[src/rtl/serial_mode_pkg.sv]
`default_nettype none
// ============================================================================
// serial_mode_pkg : shared state encoding and default widths for the sequencer
// Rev 1.0
// ============================================================================
package serial_mode_pkg;

    localparam int DEFAULT_ADDR_W     = 8;
    localparam int DEFAULT_DATA_W     = 8;
    localparam int DEFAULT_DIM_W      = 4;
    localparam int DEFAULT_RES_ADDR_W = 8;

    typedef enum logic [1:0] {
        ST_IDLE   = 2'd0,
        ST_RUN    = 2'd1,
        ST_FINISH = 2'd2
    } state_t;

endpackage
`default_nettype wire

[src/rtl/window_addr_gen.sv]
`default_nettype none
// ============================================================================
// window_addr_gen : column/row walk of the output window, feature base address
// Rev 1.0
// ============================================================================
module window_addr_gen
    import serial_mode_pkg::*;
#(
    parameter int ADDR_W = DEFAULT_ADDR_W,
    parameter int DIM_W  = DEFAULT_DIM_W
) (
    input  logic              clk,
    input  logic              rst,
    input  logic              i_load,
    input  logic              i_advance,
    input  logic [ADDR_W-1:0] i_origin,
    input  logic [ADDR_W-1:0] i_stride,
    input  logic [DIM_W-1:0]  i_out_w,
    input  logic [DIM_W-1:0]  i_out_h,
    output logic [ADDR_W-1:0] o_addr,
    output logic              o_last
);

    logic [DIM_W-1:0]  r_col;
    logic [DIM_W-1:0]  r_row;
    logic [DIM_W-1:0]  r_out_w;
    logic [DIM_W-1:0]  r_out_h;
    logic [ADDR_W-1:0] r_stride;
    logic [ADDR_W-1:0] r_row_base;
    logic [ADDR_W-1:0] r_addr;

    logic              w_col_end;
    logic [ADDR_W-1:0] w_next_row_base;

    assign w_col_end       = (r_col == (r_out_w - DIM_W'(1)));
    assign w_next_row_base = r_row_base + r_stride;

    // Address arithmetic wraps naturally at the register width.
    always_ff @(posedge clk) begin
        if (rst) begin
            r_col      <= '0;
            r_row      <= '0;
            r_out_w    <= '0;
            r_out_h    <= '0;
            r_stride   <= '0;
            r_row_base <= '0;
            r_addr     <= '0;
        end else if (i_load) begin
            r_col      <= '0;
            r_row      <= '0;
            r_out_w    <= i_out_w;
            r_out_h    <= i_out_h;
            r_stride   <= i_stride;
            r_row_base <= i_origin;
            r_addr     <= i_origin;
        end else if (i_advance) begin
            if (!w_col_end) begin
                r_col  <= r_col + DIM_W'(1);
                r_addr <= r_addr + ADDR_W'(1);
            end else begin
                r_col      <= '0;
                r_row      <= r_row + DIM_W'(1);
                r_row_base <= w_next_row_base;
                r_addr     <= w_next_row_base;
            end
        end
    end

    assign o_addr = r_addr;
    assign o_last = w_col_end && (r_row == (r_out_h - DIM_W'(1)));

endmodule
`default_nettype wire

[src/rtl/serial_mode_sequencer.sv]
`default_nettype none
// ============================================================================
// serial_mode_sequencer : sweeps window positions, drives core, stores results
// Rev 1.0
// ============================================================================
module serial_mode_sequencer
    import serial_mode_pkg::*;
#(
    parameter int ADDR_W     = DEFAULT_ADDR_W,
    parameter int DATA_W     = DEFAULT_DATA_W,
    parameter int DIM_W      = DEFAULT_DIM_W,
    parameter int RES_ADDR_W = DEFAULT_RES_ADDR_W
) (
    input  logic                  clk,
    input  logic                  rst,
    input  logic                  start_i,
    input  logic [ADDR_W-1:0]     origin_i,
    input  logic [ADDR_W-1:0]     stride_i,
    input  logic [DIM_W-1:0]      out_w_i,
    input  logic [DIM_W-1:0]      out_h_i,
    output logic                  core_en_o,
    output logic [ADDR_W-1:0]     feature_baseaddr_o,
    input  logic                  core_done_i,
    input  logic [DATA_W-1:0]     core_out_i,
    output logic                  res_we_o,
    output logic [RES_ADDR_W-1:0] res_addr_o,
    output logic [DATA_W-1:0]     res_data_o,
    output logic                  busy_o,
    output logic                  done_o
);

    state_t                r_state;
    state_t                w_next_state;
    logic                  w_load;
    logic                  w_advance;
    logic                  w_last;
    logic                  w_zero_dim;
    logic [RES_ADDR_W-1:0] r_idx;
    logic                  r_res_we;
    logic [RES_ADDR_W-1:0] r_res_addr;
    logic [DATA_W-1:0]     r_res_data;

    assign w_load     = (r_state == ST_IDLE) && start_i;
    assign w_advance  = (r_state == ST_RUN) && core_done_i;
    assign w_zero_dim = (out_w_i == '0) || (out_h_i == '0);

    window_addr_gen #(
        .ADDR_W (ADDR_W),
        .DIM_W  (DIM_W)
    ) u_addr_gen (
        .clk       (clk),
        .rst       (rst),
        .i_load    (w_load),
        .i_advance (w_advance),
        .i_origin  (origin_i),
        .i_stride  (stride_i),
        .i_out_w   (out_w_i),
        .i_out_h   (out_h_i),
        .o_addr    (feature_baseaddr_o),
        .o_last    (w_last)
    );

    always_ff @(posedge clk) begin
        if (rst) begin
            r_state <= ST_IDLE;
        end else begin
            r_state <= w_next_state;
        end
    end

    always_comb begin
        w_next_state = r_state;
        case (r_state)
            ST_IDLE:   if (start_i) w_next_state = w_zero_dim ? ST_FINISH : ST_RUN;
            ST_RUN:    if (core_done_i && w_last) w_next_state = ST_FINISH;
            ST_FINISH: w_next_state = ST_IDLE;
            default:   w_next_state = ST_IDLE;
        endcase
    end

    always_comb begin
        core_en_o = (r_state == ST_RUN);
        busy_o    = (r_state != ST_IDLE);
        done_o    = (r_state == ST_FINISH);
    end

    // Result written one cycle after the core's done, at the pre-increment index.
    always_ff @(posedge clk) begin
        if (rst) begin
            r_idx      <= '0;
            r_res_we   <= 1'b0;
            r_res_addr <= '0;
            r_res_data <= '0;
        end else begin
            r_res_we <= w_advance;
            if (w_load) begin
                r_idx <= '0;
            end else if (w_advance) begin
                r_idx      <= r_idx + RES_ADDR_W'(1);
                r_res_addr <= r_idx;
                r_res_data <= core_out_i;
            end
        end
    end

    assign res_we_o   = r_res_we;
    assign res_addr_o = r_res_addr;
    assign res_data_o = r_res_data;

endmodule
`default_nettype wire

[config.mk]
export PLATFORM = sky130hd
export DESIGN_NAME = serial_mode_sequencer
export DESIGN_NICKNAME = d
export VERILOG_FILES = /design/src/rtl/serial_mode_pkg.sv /design/src/rtl/window_addr_gen.sv /design/src/rtl/serial_mode_sequencer.sv
export SDC_FILE = /design/constraint.sdc
export NUM_CORES = 1
export LEC_CHECK = 0
export ABC_CLOCK_PERIOD_IN_PS = 2400
export BUFFER_PORTS_ARGS = -buffer_cell sky130_fd_sc_hd__buf_4
export CELL_PAD_IN_SITES_DETAIL_PLACEMENT = 0
export CELL_PAD_IN_SITES_GLOBAL_PLACEMENT = 1
export CORE_MARGIN = 2
export CORE_UTILIZATION = 41
export CTS_CLUSTER_SIZE = 40
export DETAILED_ROUTE_END_ITERATION = 12
export GPL_ROUTABILITY_DRIVEN = 0
export PLACE_DENSITY_LB_ADDON = 0.1
export SETUP_SLACK_MARGIN = 0.3
export SLEW_MARGIN = 40
export SYNTH_ARGS = -nofsm -noshare
export SYNTH_HDL_FRONTEND = slang
export SYNTH_HIERARCHICAL = 1
export SYNTH_SLANG_ARGS = --single-unit
[constraint.sdc]
create_clock -name clk -period 2.4 [get_ports clk]
set_input_delay 0.24 -clock clk [delete_from_list [all_inputs] [get_ports clk]]
set_output_delay 0.24 -clock clk [all_outputs]
set_load 0.01 [all_outputs]
# Word-level counts from Yosys, hierarchy flattened
# Cells that the tools add are included.
# word_totals
register_bits	67
inputBits	36
out_inout_bits	28
# op_classes
n_addsub	7
n_eq_ne	6
n_mux	11
bitwise_logic	1
reduce_logical	16
# ops
operator	count
8-bit two-way mux	6
8-bit by 1-bit adder with 8-bit output (second input constant)	2
4-bit by 1-bit adder with 4-bit output (second input constant)	2
8-bit adder	1
4-bit == test	2
4-bit logical NOT	2
2-bit AND reduction	4
4-bit by 1-bit subtractor with 4-bit output (second input constant)	2
2-bit two-way mux	3
2-bit nonzero test	3
1-bit logical AND	4
4-bit two-way mux	1
2-bit case mux with 2 select lines	1
2-bit by 1-bit == test with 1-bit output (second input constant)	1
2-bit == test (second input constant)	1
2-bit logical NOT	1
2-bit by 1-bit inequality test with 1-bit output (second input constant)	1
2-bit inequality test (second input constant)	1
2-bit OR reduction	1
1-bit logical OR	1
1-bit inverter	1

# Logic depth before layout (Yosys ltp)
# Gate-level depths: netlist of the first run.
# depth
ltp_word	6
depth_mapped	9
ltp_nobuf	9

# By module
# The synthesis of the first run kept the hierarchy.
# modules_own_cells
module	n_inst	cells_per_inst	area_each_um2	seq_area_each_um2
window_addr_gen	1	253	2318.5	800.8
serial_mode_sequencer	1	132	1067.3	540.5

# Least setup slack after synthesis of the first run
# Ideal clock, no wire load.
# synth_timing
path_kind	flip-flop to flip-flop
startpoint	reg u_addr_gen.r_stride[0]
endpoint	reg u_addr_gen.r_row_base[6]
arrival_ns	1.896
required_time_ns	2.314
setup_slack_ns	0.418
stages_incl_launch_ff	9
n_path_buf	0
synth_period_minus_slack_ns	1.982
path_cell_list	dfxtp_1 -> ha_1 -> inv_1 -> fa_1 -> nor2b_1 -> o31a_1 -> or4_1 -> a31o_2 -> a221oi_2
# synth_between
elab_chain_cells	4
# synth_rtl
item	line_no	text
from (decl)	window_addr_gen.sv:28	logic [ADDR_W-1:0] r_stride;
from (signal assigned)	window_addr_gen.sv:53	r_stride <= i_stride;
8-bit adder	window_addr_gen.sv:36	assign w_next_row_base = r_row_base + r_stride;
8-bit two-way mux	window_addr_gen.sv:57	if (!w_col_end) begin
8-bit two-way mux	window_addr_gen.sv:56	end else if (i_advance) begin
8-bit two-way mux	window_addr_gen.sv:48	end else if (i_load) begin
to (signal assigned)	window_addr_gen.sv:54	r_row_base <= i_origin;
to (signal assigned)	window_addr_gen.sv:63	r_row_base <= w_next_row_base;
to (decl)	window_addr_gen.sv:29	logic [ADDR_W-1:0] r_row_base;
# No other way between the ends. The select of a mux whose other input is x is not followed.
# A chain may end at the register's enable or synchronous reset.

# Worst setup path after layout of the first run
# layout_timing
startpoint	reg u_addr_gen.r_out_w[1]
endpoint	reg u_addr_gen.r_addr[5] (netlist: u_addr_gen/o_addr[5])
# layout_between
elab_chain_cells	5
# layout_rtl
item	line_no	text
from (decl)	window_addr_gen.sv:26	logic [DIM_W-1:0] r_out_w;
from (signal assigned)	window_addr_gen.sv:51	r_out_w <= i_out_w;
4-bit by 1-bit subtractor with 4-bit output	window_addr_gen.sv:35	assign w_col_end = (r_col == (r_out_w - DIM_W'(1)));
4-bit == test	window_addr_gen.sv:35	
8-bit two-way mux	window_addr_gen.sv:57	
8-bit two-way mux	window_addr_gen.sv:56	
8-bit two-way mux	window_addr_gen.sv:48	
to (signal assigned)	window_addr_gen.sv:55	r_addr <= i_origin;
to (signal assigned)	window_addr_gen.sv:59	r_addr <= r_addr + ADDR_W'(1);
to (signal assigned)	window_addr_gen.sv:64	r_addr <= w_next_row_base;
to (decl)	window_addr_gen.sv:30	logic [ADDR_W-1:0] r_addr;
# No other way between the ends. The select of a mux whose other input is x is not followed.

==> results of run 1 <==
## synth_stat cells, drive strengths merged (3+ instances only)
master,n
dfxtp,67
nand2,47
a21oi,35
nor2,33
mux2i,30
inv,19
xnor2,14
ha,13
clkbuf,11
nand3,9
xor2,9
nor3,8
nand4,7
o21ai,7
a211oi,6
or3,6
and3,5
buf,4
nand4b,4
nor2b,4
o21a,4
o31ai,4
nor4,3
or4,3
## registers in the layout, indices dropped and copies added (netlist names), 2 cells and up
signal / flops
u_addr_gen/r_row_base: 8
u_addr_gen/r_col: 4
r_state: 2
u_addr_gen/r_out_w: 4
res_addr_o: 8
u_addr_gen/r_row: 4
res_data_o: 8
r_idx: 8
u_addr_gen/r_out_h: 4
u_addr_gen/r_stride: 8
u_addr_gen/o_addr: 8
## worst max-delay path: stages (launching register included)
cell,delay [ps]
dfxtp_1,380
inv_1,70
ha_1,280
xnor2_1,170
nor3_4,220
buf_12,140
buf_6,90
a211oi_1,80
a311o_1,370
o21a_1,160
## stage by stage
| step | hold slack, ps | instances | utilization, % | setup slack [ps] | total power [mW] |
|---|---|---|---|---|---|
| 3_3_place_gp | 442 | 544 | 49.0 | 304 | 1.66 |
| 5_1_grt | 143 | 565 | 52.9 | 265 | 2.75 |
| 2_1_floorplan | 376 | 385 | - | 418 | 1.51 |
| 3_5_place_dp | 452 | 544 | 49.0 | 188 | 1.67 |
| 4_1_cts | 114 | 562 | 51.9 | 304 | 2.63 |
| 6_report | 130 | 565 | 52.9 | 330 | 2.61 |
## per-layer routing
metal	wire length (um)	vias up
met2	3630	47
met1	3870	1338
met5	0	-
li1	-	1496
met3	323	9
met4	107	0
## worst paths after layout
path,start,to,slack [ps],cells after the start
worst max-delay path,u_addr_gen/r_out_w[1]$_SDFFE_PP0P_,u_addr_gen/o_addr[5]$_SDFFE_PP0P_,330,9
worst min-delay path,stride_i[6],u_addr_gen/r_stride[6]$_SDFFE_PP0P_,130,3
worst max register to register,u_addr_gen/r_out_w[1]$_SDFFE_PP0P_,u_addr_gen/o_addr[5]$_SDFFE_PP0P_,330,9
worst min register to register,res_data_o[7]$_SDFFE_PP0P_,res_data_o[7]$_SDFFE_PP0P_,460,2
## cells by family after synthesis
group	synth area share [%]
XOR/XNOR	6.65
AO/OA/AOI/OAI	14.7
flip-flops	39.6
adder cells (fa/ha/maj)	5.40
buffers and inverters	4.40
multiplexers	8.87
AND/OR/NAND/NOR	20.3
## layout by cell type (no fill, tap or decap), types with 2 or more instances in the layout
cell and n:
a211oi_1 6, a21oi_1 33, a21oi_2 2, a22oi_1 2, a31oi_1 2, and3_1 4
buf_4 72, buf_6 2, clkbuf_1 2, clkbuf_8 11, clkinv_1 2, dfxtp_1 64
dfxtp_2 3, ha_1 11, ha_4 2, inv_1 18, mux2i_1 30, nand2_1 46
nand3_1 8, nand3b_1 2, nand4_1 7, nand4b_1 4, nor2_1 33, nor2b_1 4
nor3_1 6, nor3b_1 2, nor4_1 3, o21a_1 4, o21ai_0 7, o22ai_1 2
o31ai_1 4, or2_2 2, or3_1 6, or4_1 2, xnor2_1 14, xor2_1 9
## power by group through the flow
stage / sequential (mW) / clock (mW) / combinational (mW)
3_3_place_gp: 1.24 / 0 / 0.428
5_1_grt: 1.22 / 1.03 / 0.499
3_5_place_dp: 1.24 / 0 / 0.434
4_1_cts: 1.21 / 0.974 / 0.440
2_1_floorplan: 1.23 / 0 / 0.281
6_report: 1.22 / 0.946 / 0.449
## repair_timing
item / 4_1_cts / 5_1_grt
buffers inserted: 3 / 3
gates resized for setup: 5 / 9
endpoints found under the setup margin: 10 / 9
pin swaps: 1 / 2
## area by class of cell
type                       instances  area, um^2
fill                             783        3810
multi-input combinational        282        1950
sequential                        67        1350
timing repair buffer              75         583
clock buffer                      13         159
tap                              105         131
inverter                          21        78.8
clock inverter                     2        35.0
==> results.sh, run 1 <==
export IMPL_worstSetupStartpointType="flop"
export IMPL_grt_max_degree=55
export IMPL_pwr_share_clk_pct=36.2
export IMPL_ir_drop_uv=317
export IMPL_critical_path_class="flop to flop"
export IMPL_yosysWarningCount=6
export IMPL_synth_top_cell_by_area="dfxtp_1"
export IMPL_setup_violations_final=0
export IMPL_postSynth_asyncResetShare_pct=0
export IMPL_relSlewSlack_pct=51.4
export IMPL_cp_end_kind="flop"
export IMPL_dpl_hpwl_mm=5.47
export IMPL_drtIter0Drc=144
export IMPL_htreeDepth=3
export IMPL_finalHoldViolCount=0
export IMPL_p_switching_uw=701
export IMPL_worstHoldPathType="input port to flop"
export IMPL_fin_crit_ps=2070
export IMPL_cts_tree="done"
export IMPL_clock_sinks=67
export IMPL_postLayoutCellArea_um2=4280
export IMPL_power_density_nw_per_um2=610
export IMPL_num_rows=33
export IMPL_grtUsageMet1_pct=23.7
export IMPL_synthesis_area_um2=3390
export IMPL_wirelength_mm=7.93
export IMPL_fp_dieH_um=94.9
export IMPL_grt_usage_pct=18.0
export IMPL_drv_slew=0
export IMPL_netlist_instances=385
export IMPL_antenna_left=0
export IMPL_p_int_mw=1.91
export IMPL_yosysSeqAreaShare_pct=39.6
export IMPL_die_x_um=94.9
export IMPL_synthFlopType="dfxtp_1"
export IMPL_comb_power_share_pct=17.2
export IMPL_use_met2_pct=28.2
export IMPL_root_buffer="clkbuf_8"
export IMPL_port_buffers=63
export IMPL_grt_antenna_before_repair=0
export IMPL_die_area_um2=9000
export IMPL_clock_path_buffers=2
export IMPL_finalNetCount=506
export IMPL_path_clk_slew_ps=70
export IMPL_routed_via_density=5.12
export IMPL_vias=2890
export IMPL_max_freq_mhz=483
export IMPL_synth_fp_nets=435
export IMPL_hold_buffers=0
export IMPL_place_area_um2=3970
export IMPL_tns_ps=0
export IMPL_grt_overflow_total=0
export IMPL_grt_busiest_layer="met2"
export IMPL_post_drt_wl_per_cell_um=14.0
export IMPL_clock_skew_ps=8.48
export IMPL_p_leak_nw=1.82
export IMPL_switching_share_pct=26.8
export IMPL_drc=0
export IMPL_period_share_pct=86.3
export IMPL_grt_pass1_wl_mm=12.5
export IMPL_drv_cap=0
export IMPL_ys_ff_latch=67
export IMPL_grt_use_met3_pct=3.35
export IMPL_area_growth_syn_to_layout_pct=26.3
export IMPL_initial_utilization_pct=41.8
export IMPL_worstPathArrival_ps=2300
export IMPL_drive_gt1_share_pct=23.9
export IMPL_placeableCoreArea_um2=8090
export IMPL_numCtsBuffers=9
export IMPL_worst_pin_slew_ps=724
export IMPL_drtPass1Iterations=4
export IMPL_num_antenna_cells=0
export IMPL_pin_count=64
export IMPL_power_frac_seq_pct=46.6
export IMPL_run_status="complete, no violations"
export IMPL_clock_latency_ps=340
export IMPL_synth_area_leaders="dfxtp_1, mux2i_1, nand2_1"
export IMPL_required_ps=2630
export IMPL_synth_edf_count=0
export IMPL_first_global_vias=2669
export IMPL_avgSynthCellArea_um2=8.79
export IMPL_cp_max_fo=4
export IMPL_rsz0062_at_grt="yes"
export IMPL_synth_cell_types=57
export IMPL_synth_top_cell_area_share_pct=39.6
(Power assumes the default switching activity.)
==> run 2, diff against run 1 <==
- ABC_AREA: unset -> 1
- CORE_UTILIZATION: 41 -> 40
==> results.sh, run 2 <==
export IMPL_fp_dieH_um=98.2
export IMPL_rr_startpoint="u_addr_gen/r_out_w[0]$_SDFFE_PP0P_"
export IMPL_path_clk_slew_ps=80
export IMPL_period_share_pct=79.4
export IMPL_die_x_um=98.2
export IMPL_clock_sinks=67
export IMPL_rsz0062_at_grt="no"
export IMPL_yosysSeqAreaShare_pct=37.8
export IMPL_root_buffer="clkbuf_8"
export IMPL_post_drt_wl_per_cell_um=12.6
export IMPL_die_area_um2=9650
export IMPL_worstPathArrival_ps=2170
export IMPL_synthAdderAreaFrac_pct=5.14
export IMPL_place_area_um2=4090
export IMPL_placeableCoreArea_um2=8680
export IMPL_routed_via_density=4.81
export IMPL_postSynth_asyncResetShare_pct=0
export IMPL_place_inst=674
export IMPL_port_buffers=63
export IMPL_r2r_end="u_addr_gen/r_row[3]$_SDFFE_PP0P_"
export IMPL_grt_overflow_total=0
export IMPL_required_ps=2660
export IMPL_drive_gt1_share_pct=18.4
export IMPL_cts_tree="done"
export IMPL_ys_ff_latch=67
export IMPL_finalNetCount=627
export IMPL_postLayoutCellArea_um2=4290
export IMPL_tns_ps=0
export IMPL_worstHoldPathType="input port to flop"
export IMPL_fin_util_pct=49.5
export IMPL_final_common_cell="nand2_1"
export IMPL_htreeDepth=3
export IMPL_antenna_left=0
export IMPL_p_leak_nw=2.02
export IMPL_synth_fp_nets=564
export IMPL_fin_crit_ps=1910
export IMPL_ir_drop_uv=273
export IMPL_vias=3318
export IMPL_stdcell_count=690
export IMPL_yosysMostFrequentCell="nand2_1"
export IMPL_synth_area_leaders="dfxtp_1, nand2_1, a21oi_1"
export IMPL_numCtsBuffers=9
export IMPL_drc=0
export IMPL_finalHoldViolCount=0
export IMPL_drtIter0Drc=147
export IMPL_critical_path_class="flop to flop"
export IMPL_hold_buffers=0
export IMPL_area_growth_syn_to_layout_pct=20.9
export IMPL_run_status="complete, no violations"
export IMPL_synth_cell_types=34
export IMPL_grt_antenna_before_repair=0
export IMPL_num_antenna_cells=0
export IMPL_synth_mux_area_share_pct=0
export IMPL_reg2reg_slack_ps=490
export IMPL_cp_max_fo=7
export IMPL_yosys_area_share_simple_pct=30.8
export IMPL_synth_top_family_by_area="simple AND/OR/NAND/NOR gates"
export IMPL_avgSynthCellArea_um2=6.91
export IMPL_clock_skew_ps=11.0
export IMPL_grt_pass1_wl_mm=14.6
export IMPL_worstSetupStartpointType="flop"
export IMPL_power_density_nw_per_um2=640
export IMPL_drv_cap=0
export IMPL_relSlewSlack_pct=55.7
export IMPL_startpoint="u_addr_gen/r_out_w[0]$_SDFFE_PP0P_"
export IMPL_synth_commonest_cells="nand2_1, dfxtp_1, inv_1"
export IMPL_grt_usage_pct=18.7
export IMPL_layout_common_cells="nand2_1, buf_4, dfxtp_1, inv_1, nor2_1"
export IMPL_synthFlopType="dfxtp_1"
export IMPL_post_place_ws_ps=507
export IMPL_netlist_instances=514
export IMPL_dpl_hpwl_mm=6.35
export IMPL_pin_count=64
export IMPL_post_cts_buffers=0
export IMPL_max_freq_mhz=525
export IMPL_synth_top_cell_by_area="dfxtp_1"
export IMPL_cp_end_kind="flop"
export IMPL_synthesis_area_um2=3550
export IMPL_clock_latency_ps=340
export IMPL_cts_repair_resized=0
export IMPL_yosysWarningCount=6
export IMPL_clock_path_buffers=2
export IMPL_num_rows=34
export IMPL_synth_top_cell_area_share_pct=37.8
export IMPL_drv_slew=0
export IMPL_setup_ws_ps=495
export IMPL_r2r_cells=11
export IMPL_setup_violations_final=0
export IMPL_grt_max_degree=28
export IMPL_critPathCapture="u_addr_gen/r_row[3]$_SDFFE_PP0P_"
export IMPL_initial_utilization_pct=40.9
export IMPL_drtPass1Iterations=5
export IMPL_synth_edf_count=0
export IMPL_first_global_vias=3060
export IMPL_worst_pin_slew_ps=664
export IMPL_synth_xor_area_share_pct=3.45
export IMPL_synth_compound_area_share_pct=13.1
export IMPL_wirelength_mm=8.66
-- run 2: changes by cell type in the layout (fill, tap and decap cells not counted), moves of 5 or more --
cell,delta
nor2_1,+21
mux2i_1,-30
a21boi_0,+6
xnor2_1,-8
o21ai_0,+23
nand3_1,+31
inv_2,+5
inv_1,+38
nand2_1,+87
a21oi_1,+15
a211oi_1,-6
or3_1,-6
-- run 2: cells by family (layout without fill, tap and decap cells) --
family                   count (synthesis)  count (layout)
buffers and inverters                   79             147
adder cells (fa/ha/maj)                 14              14
AND/OR/NAND/NOR                        252             252
AO/OA/AOI/OAI                           88              88
XOR/XNOR                                14              14
flip-flops                              67              67
-- run 2: cell type report --
class,count,area (um^2)
Sequential cell,67,1340
Clock buffer,9,124
Fill cell,911,4390
Clock inverter,7,76.3
Tap cell,108,135
Multi-Input combinational cell,368,1870
Inverter,62,233
Timing Repair Buffer,69,518
-- run 2: per-layer routing --
| layer | track usage (%) | up-vias | routed length [um] |
|---|---|---|---|
| met2 | 29.8 | 60 | 3980 |
| met4 | 6.01 | 0 | 65 |
| met1 | 25.9 | 1485 | 4330 |
| met5 | 0 | - | 0 |
| li1 | - | 1765 | - |
| met3 | 2.93 | 8 | 280 |
-- run 2: worst min-delay path by stage --
stage / start / end / slack (ps) / cells after the start
CTS: stride_i[2] / u_addr_gen/r_stride[2]$_SDFFE_PP0P_ / 110 / 3
global route: stride_i[7] / u_addr_gen/r_stride[7]$_SDFFE_PP0P_ / 110 / 3
floorplan: rst / r_state[0]$_SDFFE_PP0P_ / 310 / 1
detailed placement: res_addr_o[3]$_SDFFE_PP0P_ / res_addr_o[3]$_SDFFE_PP0P_ / 460 / 2
global placement: r_idx[7]$_SDFFE_PP0P_ / r_idx[7]$_SDFFE_PP0P_ / 450 / 2
finish: stride_i[5] / u_addr_gen/r_stride[5]$_SDFFE_PP0P_ / 130 / 3
-- run 2: critical path: stages (launching register included) --
cell	delay [ps]
dfxtp_1	370
inv_2	70
ha_1	290
inv_1	40
nand2_1	50
nand2_1	70
nor2_4	140
nand4_2	260
buf_4	260
inv_1	110
nand2_1	60
a21oi_1	130
-- run 2: through the flow --
step | hold WS [ps] | power, mW
after detailed placement | 457 | 1.82
after global routing | 115 | 2.91
after global placement | 449 | 1.82
after CTS | 107 | 2.79
final | 129 | 2.75
after floorplan | 309 | 1.63
-- run 2: report_power, final --
group	total, mW	switching [mW]	internal (mW)
clock network	0.952	0.465	0.487
logic	0.557	0.331	0.226
registers	1.24	0.0565	1.18
total	2.75	0.852	1.90
